<file path="src/rtl/alu_pkg.sv">
// Shared opcode encoding and sequencer state for the bit-slice ALU sequencer.
package alu_pkg;

    typedef logic [2:0] opsel_t;

    localparam opsel_t OP_AND  = 3'b000;
    localparam opsel_t OP_OR   = 3'b001;
    localparam opsel_t OP_XOR  = 3'b010;
    localparam opsel_t OP_NOT  = 3'b011;
    localparam opsel_t OP_SHL  = 3'b101;
    localparam opsel_t OP_PARK = 3'b111;

    typedef enum logic [1:0] {
        IDLE = 2'd0,
        RUN  = 2'd1,
        RESP = 2'd2
    } seq_state_t;

    function automatic logic is_legal_op(input opsel_t op);
        case (op)
            OP_AND, OP_OR, OP_XOR, OP_NOT, OP_SHL: return 1'b1;
            default:                              return 1'b0;
        endcase
    endfunction

endpackage

</file>
<file path="src/rtl/alu_lane_merge.sv">
// Maps one beat of slice outputs to result bits and the carry into the next beat.
module alu_lane_merge
    import alu_pkg::*;
#(
    parameter int LANES = 1
) (
    input  opsel_t           opsel,
    input  logic [LANES-1:0] slice_result,
    input  logic [LANES-1:0] slice_cout,
    input  logic             carry,
    output logic [LANES-1:0] lane_res,
    output logic             carry_next
);

    always_comb begin
        lane_res   = slice_result;
        carry_next = 1'b0;
        if (opsel == OP_SHL) begin
            // Each lane takes the bit shifted out of the lane below; lane 0 takes the beat carry.
            lane_res   = (slice_cout << 1) | LANES'(carry);
            carry_next = slice_cout[LANES-1];
        end
    end

endmodule

</file>
<file path="src/rtl/alu_slice_sequencer.sv">
// Streams one WIDTH-bit ALU command LSB-first through LANES external 1-bit slices
// and returns the assembled result on a valid/ready response channel.
module alu_slice_sequencer
    import alu_pkg::*;
#(
    parameter int WIDTH = 128,
    parameter int LANES = 1
) (
    input  logic             clk,
    input  logic             rst,
    input  logic             cmd_valid,
    output logic             cmd_ready,
    input  logic [2:0]       cmd_opsel,
    input  logic [WIDTH-1:0] cmd_op1,
    input  logic [WIDTH-1:0] cmd_op2,
    input  logic             cmd_shift_in,
    output logic [2:0]       slice_opsel,
    output logic [LANES-1:0] slice_op1,
    output logic [LANES-1:0] slice_op2,
    input  logic [LANES-1:0] slice_result,
    input  logic [LANES-1:0] slice_cout,
    output logic             rsp_valid,
    input  logic             rsp_ready,
    output logic [WIDTH-1:0] rsp_result,
    output logic             rsp_cout,
    output logic             rsp_err
);

    localparam int BEATS = WIDTH / LANES;
    localparam int BW    = (BEATS > 1) ? $clog2(BEATS) : 1;
    localparam logic [BW-1:0] LAST_BEAT = BW'(BEATS - 1);

    seq_state_t       state;
    opsel_t           opsel_q;
    logic [WIDTH-1:0] op1_q, op2_q, res_q;
    logic [BW-1:0]    beat_q;
    logic             carry_q, cout_q, err_q;
    logic [LANES-1:0] lane_res;
    logic             carry_next;

    assign cmd_ready   = (state == IDLE);
    assign rsp_valid   = (state == RESP);
    assign slice_opsel = (state == RUN) ? opsel_q : OP_PARK;
    // Operands shift down each beat so the current lanes always sit in the low bits.
    assign slice_op1   = (state == RUN) ? op1_q[LANES-1:0] : '0;
    assign slice_op2   = (state == RUN) ? op2_q[LANES-1:0] : '0;
    assign rsp_result  = res_q;
    assign rsp_cout    = cout_q;
    assign rsp_err     = err_q;

    alu_lane_merge #(.LANES(LANES)) u_merge (
        .opsel        (opsel_q),
        .slice_result (slice_result),
        .slice_cout   (slice_cout),
        .carry        (carry_q),
        .lane_res     (lane_res),
        .carry_next   (carry_next)
    );

    always_ff @(posedge clk) begin
        if (rst) begin
            state   <= IDLE;
            opsel_q <= OP_PARK;
            op1_q   <= '0;
            op2_q   <= '0;
            res_q   <= '0;
            beat_q  <= '0;
            carry_q <= 1'b0;
            cout_q  <= 1'b0;
            err_q   <= 1'b0;
        end else begin
            case (state)
                IDLE: if (cmd_valid) begin
                    op1_q   <= cmd_op1;
                    op2_q   <= cmd_op2;
                    opsel_q <= cmd_opsel;
                    res_q   <= '0;
                    beat_q  <= '0;
                    carry_q <= cmd_shift_in;
                    cout_q  <= 1'b0;
                    err_q   <= !is_legal_op(cmd_opsel);
                    state   <= is_legal_op(cmd_opsel) ? RUN : RESP;
                end
                RUN: begin
                    op1_q   <= op1_q >> LANES;
                    op2_q   <= op2_q >> LANES;
                    // New lanes enter at the top; after the last beat beat 0 lands at bit 0.
                    res_q   <= (res_q >> LANES) | (WIDTH'(lane_res) << (WIDTH - LANES));
                    carry_q <= carry_next;
                    if (beat_q == LAST_BEAT) begin
                        cout_q <= carry_next;
                        state  <= RESP;
                    end else begin
                        beat_q <= beat_q + BW'(1);
                    end
                end
                RESP: if (rsp_ready) state <= IDLE;
                default: state <= IDLE;
            endcase
        end
    end

endmodule
</file>
<file path="config.mk">
export PLATFORM = sky130hd
export DESIGN_NAME = alu_slice_sequencer
export DESIGN_NICKNAME = d
export VERILOG_FILES = /design/src/rtl/alu_pkg.sv /design/src/rtl/alu_lane_merge.sv /design/src/rtl/alu_slice_sequencer.sv
export SDC_FILE = /design/constraint.sdc
export NUM_CORES = 1
export LEC_CHECK = 0
export CAP_MARGIN = 15
export CORE_ASPECT_RATIO = 1.4
export CORE_MARGIN = 4
export CORE_UTILIZATION = 49
export CTS_CLUSTER_DIAMETER = 100
export CTS_CLUSTER_SIZE = 40
export DETAILED_ROUTE_END_ITERATION = 7
export GPL_TIMING_DRIVEN = 1
export PLACE_DENSITY = 0.8
export SLEW_MARGIN = 15
export SYNTH_ARGS = -nofsm -noshare
export SYNTH_HDL_FRONTEND = slang
export SYNTH_SLANG_ARGS = --single-unit
export TNS_END_PERCENT = 5
</file>
<file path="constraint.sdc">
create_clock -name clk -period 2 [get_ports clk]
set_clock_uncertainty 0.1 [all_clocks]
set_input_delay 0.4 -clock clk [delete_from_list [all_inputs] [get_ports clk]]
set_output_delay 0.4 -clock clk [all_outputs]
set_load 0.01 [all_outputs]
</file>
==> reports/qor.yml <==
status: "finished, violations left"
violations: "negative setup slack"
min_to: "rsp_result[117]$_SDFFE_PP0P_"
async_flop_share_pct: 0
reg2reg_depth: 5
ys_types: 39
core_area_um2: 32500
multi_input_area_um2: 7264
min_period_ns: 2.005
die_x_um: 161.4
cp.required_ns: 1.50
seq_area_um2: 8040
dp_slack_ns: -0.1798
synth_warnings: 0
syn-instance-count: 1942
insertion_delay_ns: 0.53
power.density_nw_per_um2: 766.7
ys_ff_latch: 399
die_area_um2: 35950
p_leak_nw: 8.998
finalHoldViolCount: 0
numPortBuffers: 402
drtIter0Drc: 1214
timing.hold.ws_ns: 0.1496
numCtsBuffers: 13
cts-root-buf: "clkbuf_16"
post-route-period-util_pct: 100.2
drive_above_1_share_pct: 8.007
setup_viol: 1
path_class: "flop to output port"
routedWlPerCell_um: 17.20
ys_seq_area_share_pct: 49.49
max-clock-path-buffers: 3
antenna_left: 0
rsz0062_at_grt: "yes"
vias_per_cell: 5.575
fp.dieH_um: 222.7
nFillCells: 2679
rows: 78
grt_pass1_wl_mm: 73.24
drt-pass1-iter-count: 7
grt_use_total_pct: 24.15
initial_core_util_pct: 49.66
critPathMaxFanout: 2
max_slew_margin_pct: 51.53
arrival_ns: 1.50
start_kind: "flop"
r2r-end: "op1_q[111]$_SDFFE_PP0P_"
ys.flop_type: "dfxtp_1"
max_slew.worst_pin.slew_ns: 0.7270
r2r_slack_ns: 0.09
antenna_found_initial: 2
worstHoldPathType: "input pin to flop"
place_congestion: 0.8570
grt_overflow: 0
cts_tree: "done"
syn_area_per_cell_um2: 8.311
grt_max_degree: 184
slew_viol_final: 0
area_growth_pct: 31.74
synth-edff-count: 0
layout_commonest_cell: "nand2_1"
r2r-start: "state[0]$_SDFFE_PP0P_"
clk_pin_slew_ns: 0.14
clock_sinks: 399
dpl.hpwl_mm: 33.01
worst_setup_path_end_kind: "output port"
max-vdd-ir-drop_mv: 0.8774
drv_cap: 0
min_path_cells: 2
synth_area_um2: 16140
max_freq_mhz: 498.8
synth_nets: 2209
hold_buffers: 0
vias: 15000
nets: 2515
grt_pass1_vias: 14690
route.detailed.drc: 0
routed_wl_mm: 46.28
htreeDepth: 1
mostFrequentLayoutCells: "nand2_1 (518), nor2_1 (385), dfxtp_1 (363), clkdlybuf4s50_1 (298), a311oi_1 (224)"
hp-start: "rst"
layout_setup_ws_ns: -0.004833
setup_tns_ns: -0.004833
io_pins: 403
==> final cells by class <==
class	instances	share of cell area, %
sequential	399	37.82
multi-input combinational	1351	34.17
timing repair buffer	481	23.78
tap	440	2.589
clock buffer	14	1.548
clock inverter	1	0.04119
inverter	2	0.03531
antenna	2	0.02354
==> report_power, final <==
part,switching (mW),internal (mW),leakage (nW),total [mW]
registers,0.384,8.68,3.30,9.06
logic,2.04,1.68,5.53,3.72
clock network,2.31,1.21,0.166,3.52
==> repair_timing <==
action	CTS	global route
pin swaps	0	1
setup endpoints to repair	62	102
gates resized for setup	87	90
setup buffers	2	0
==> stage by stage <==
step / util (%) / area, µm² / power, mW / std cells
after CTS: 64.78 / 21050 / 16.40 / 2688
final: 65.42 / 21260 / 16.30 / 2690
after detailed placement: 63.88 / 20760 / 12.93 / 2671
after global placement: 63.88 / 20760 / 12.78 / 2671
after global routing: 65.42 / 21260 / 17.14 / 2690
after floorplan: - / 16140 / 11.49 / 1942
==> cell usage after synthesis, types with 2 or more instances <==
| library cell | instances | share of area [%] |
|---|---|---|
| a211oi_1 | 2 | 0.093 |
| a21oi_1 | 7 | 0.22 |
| a22oi_1 | 129 | 6.0 |
| a311oi_1 | 227 | 12 |
| a311oi_2 | 29 | 2.7 |
| and2_1 | 2 | 0.078 |
| and3_1 | 2 | 0.078 |
| and3b_1 | 2 | 0.11 |
| buf_2 | 104 | 3.2 |
| buf_4 | 18 | 0.84 |
| buf_6 | 3 | 0.21 |
| clkbuf_1 | 65 | 1.5 |
| dfxtp_1 | 399 | 49 |
| inv_1 | 2 | 0.047 |
| mux2i_1 | 3 | 0.19 |
| nand2_1 | 521 | 12 |
| nand2b_1 | 5 | 0.19 |
| nand3_1 | 9 | 0.28 |
| nand4_1 | 2 | 0.078 |
| nor2_1 | 385 | 9.0 |
| nor2b_1 | 4 | 0.16 |
| nor3_1 | 2 | 0.062 |
| nor3b_1 | 2 | 0.093 |
| o21ai_0 | 3 | 0.093 |
==> cells by family after synthesis <==
| logic type | count (synthesis) | synth area share (%) |
|---|---|---|
| flip-flops | 399 | 49.49 |
| AO/OA/AOI/OAI | 406 | 21.95 |
| multiplexers | 4 | 0.2558 |
| AND/OR/NAND/NOR | 940 | 22.40 |
| adder cells (fa/ha/maj) | 1 | 0.07751 |
| buffers and inverters | 192 | 5.830 |
==> state kept, by name, summed over array words and instances (netlist names) <==
register    cells
carry_q         1
opsel_q         3
beat_q          7
state           2
op2_q         128
rsp_err         1
rsp_result    128
op1_q         128
rsp_cout        1
==> routing by layer <==
layer | routed length (µm) | up-vias | GRT usage (%)
met3 | 3620 | 83 | 7.348
met2 | 23470 | 442 | 42.31
li1 | - | 7378 | -
met5 | 0 | - | 0
met4 | 1496 | 0 | 8.535
met1 | 17690 | 7095 | 27.81
==> critical path, cell delays in order (launching register included) <==
cell,delay (ns)
dfxtp_2,0.35
nor2b_4,0.18
buf_6,0.13
buf_6,0.08
and2_4,0.13
buf_6,0.10
==> how the worst max path moves through the flow <==
stage	end	startpoint	slack [ns]	cells past startpoint
after global routing	slice_op2	state[0]$_SDFFE_PP0P_	-0.09	5
after detailed placement	op1_q[25]$_SDFFE_PP0P_	cmd_valid	-0.18	6
after floorplan	slice_op1	state[1]$_SDFFE_PP0P_	0.31	6
final	slice_op2	state[0]$_SDFFE_PP0P_	-0.005	5
after CTS	slice_op2	state[0]$_SDFFE_PP0P_	-0.09	5
after global placement	op1_q[52]$_SDFFE_PP0P_	cmd_valid	-0.1	6
No activity file was read; power rests on OpenSTA's default activity.
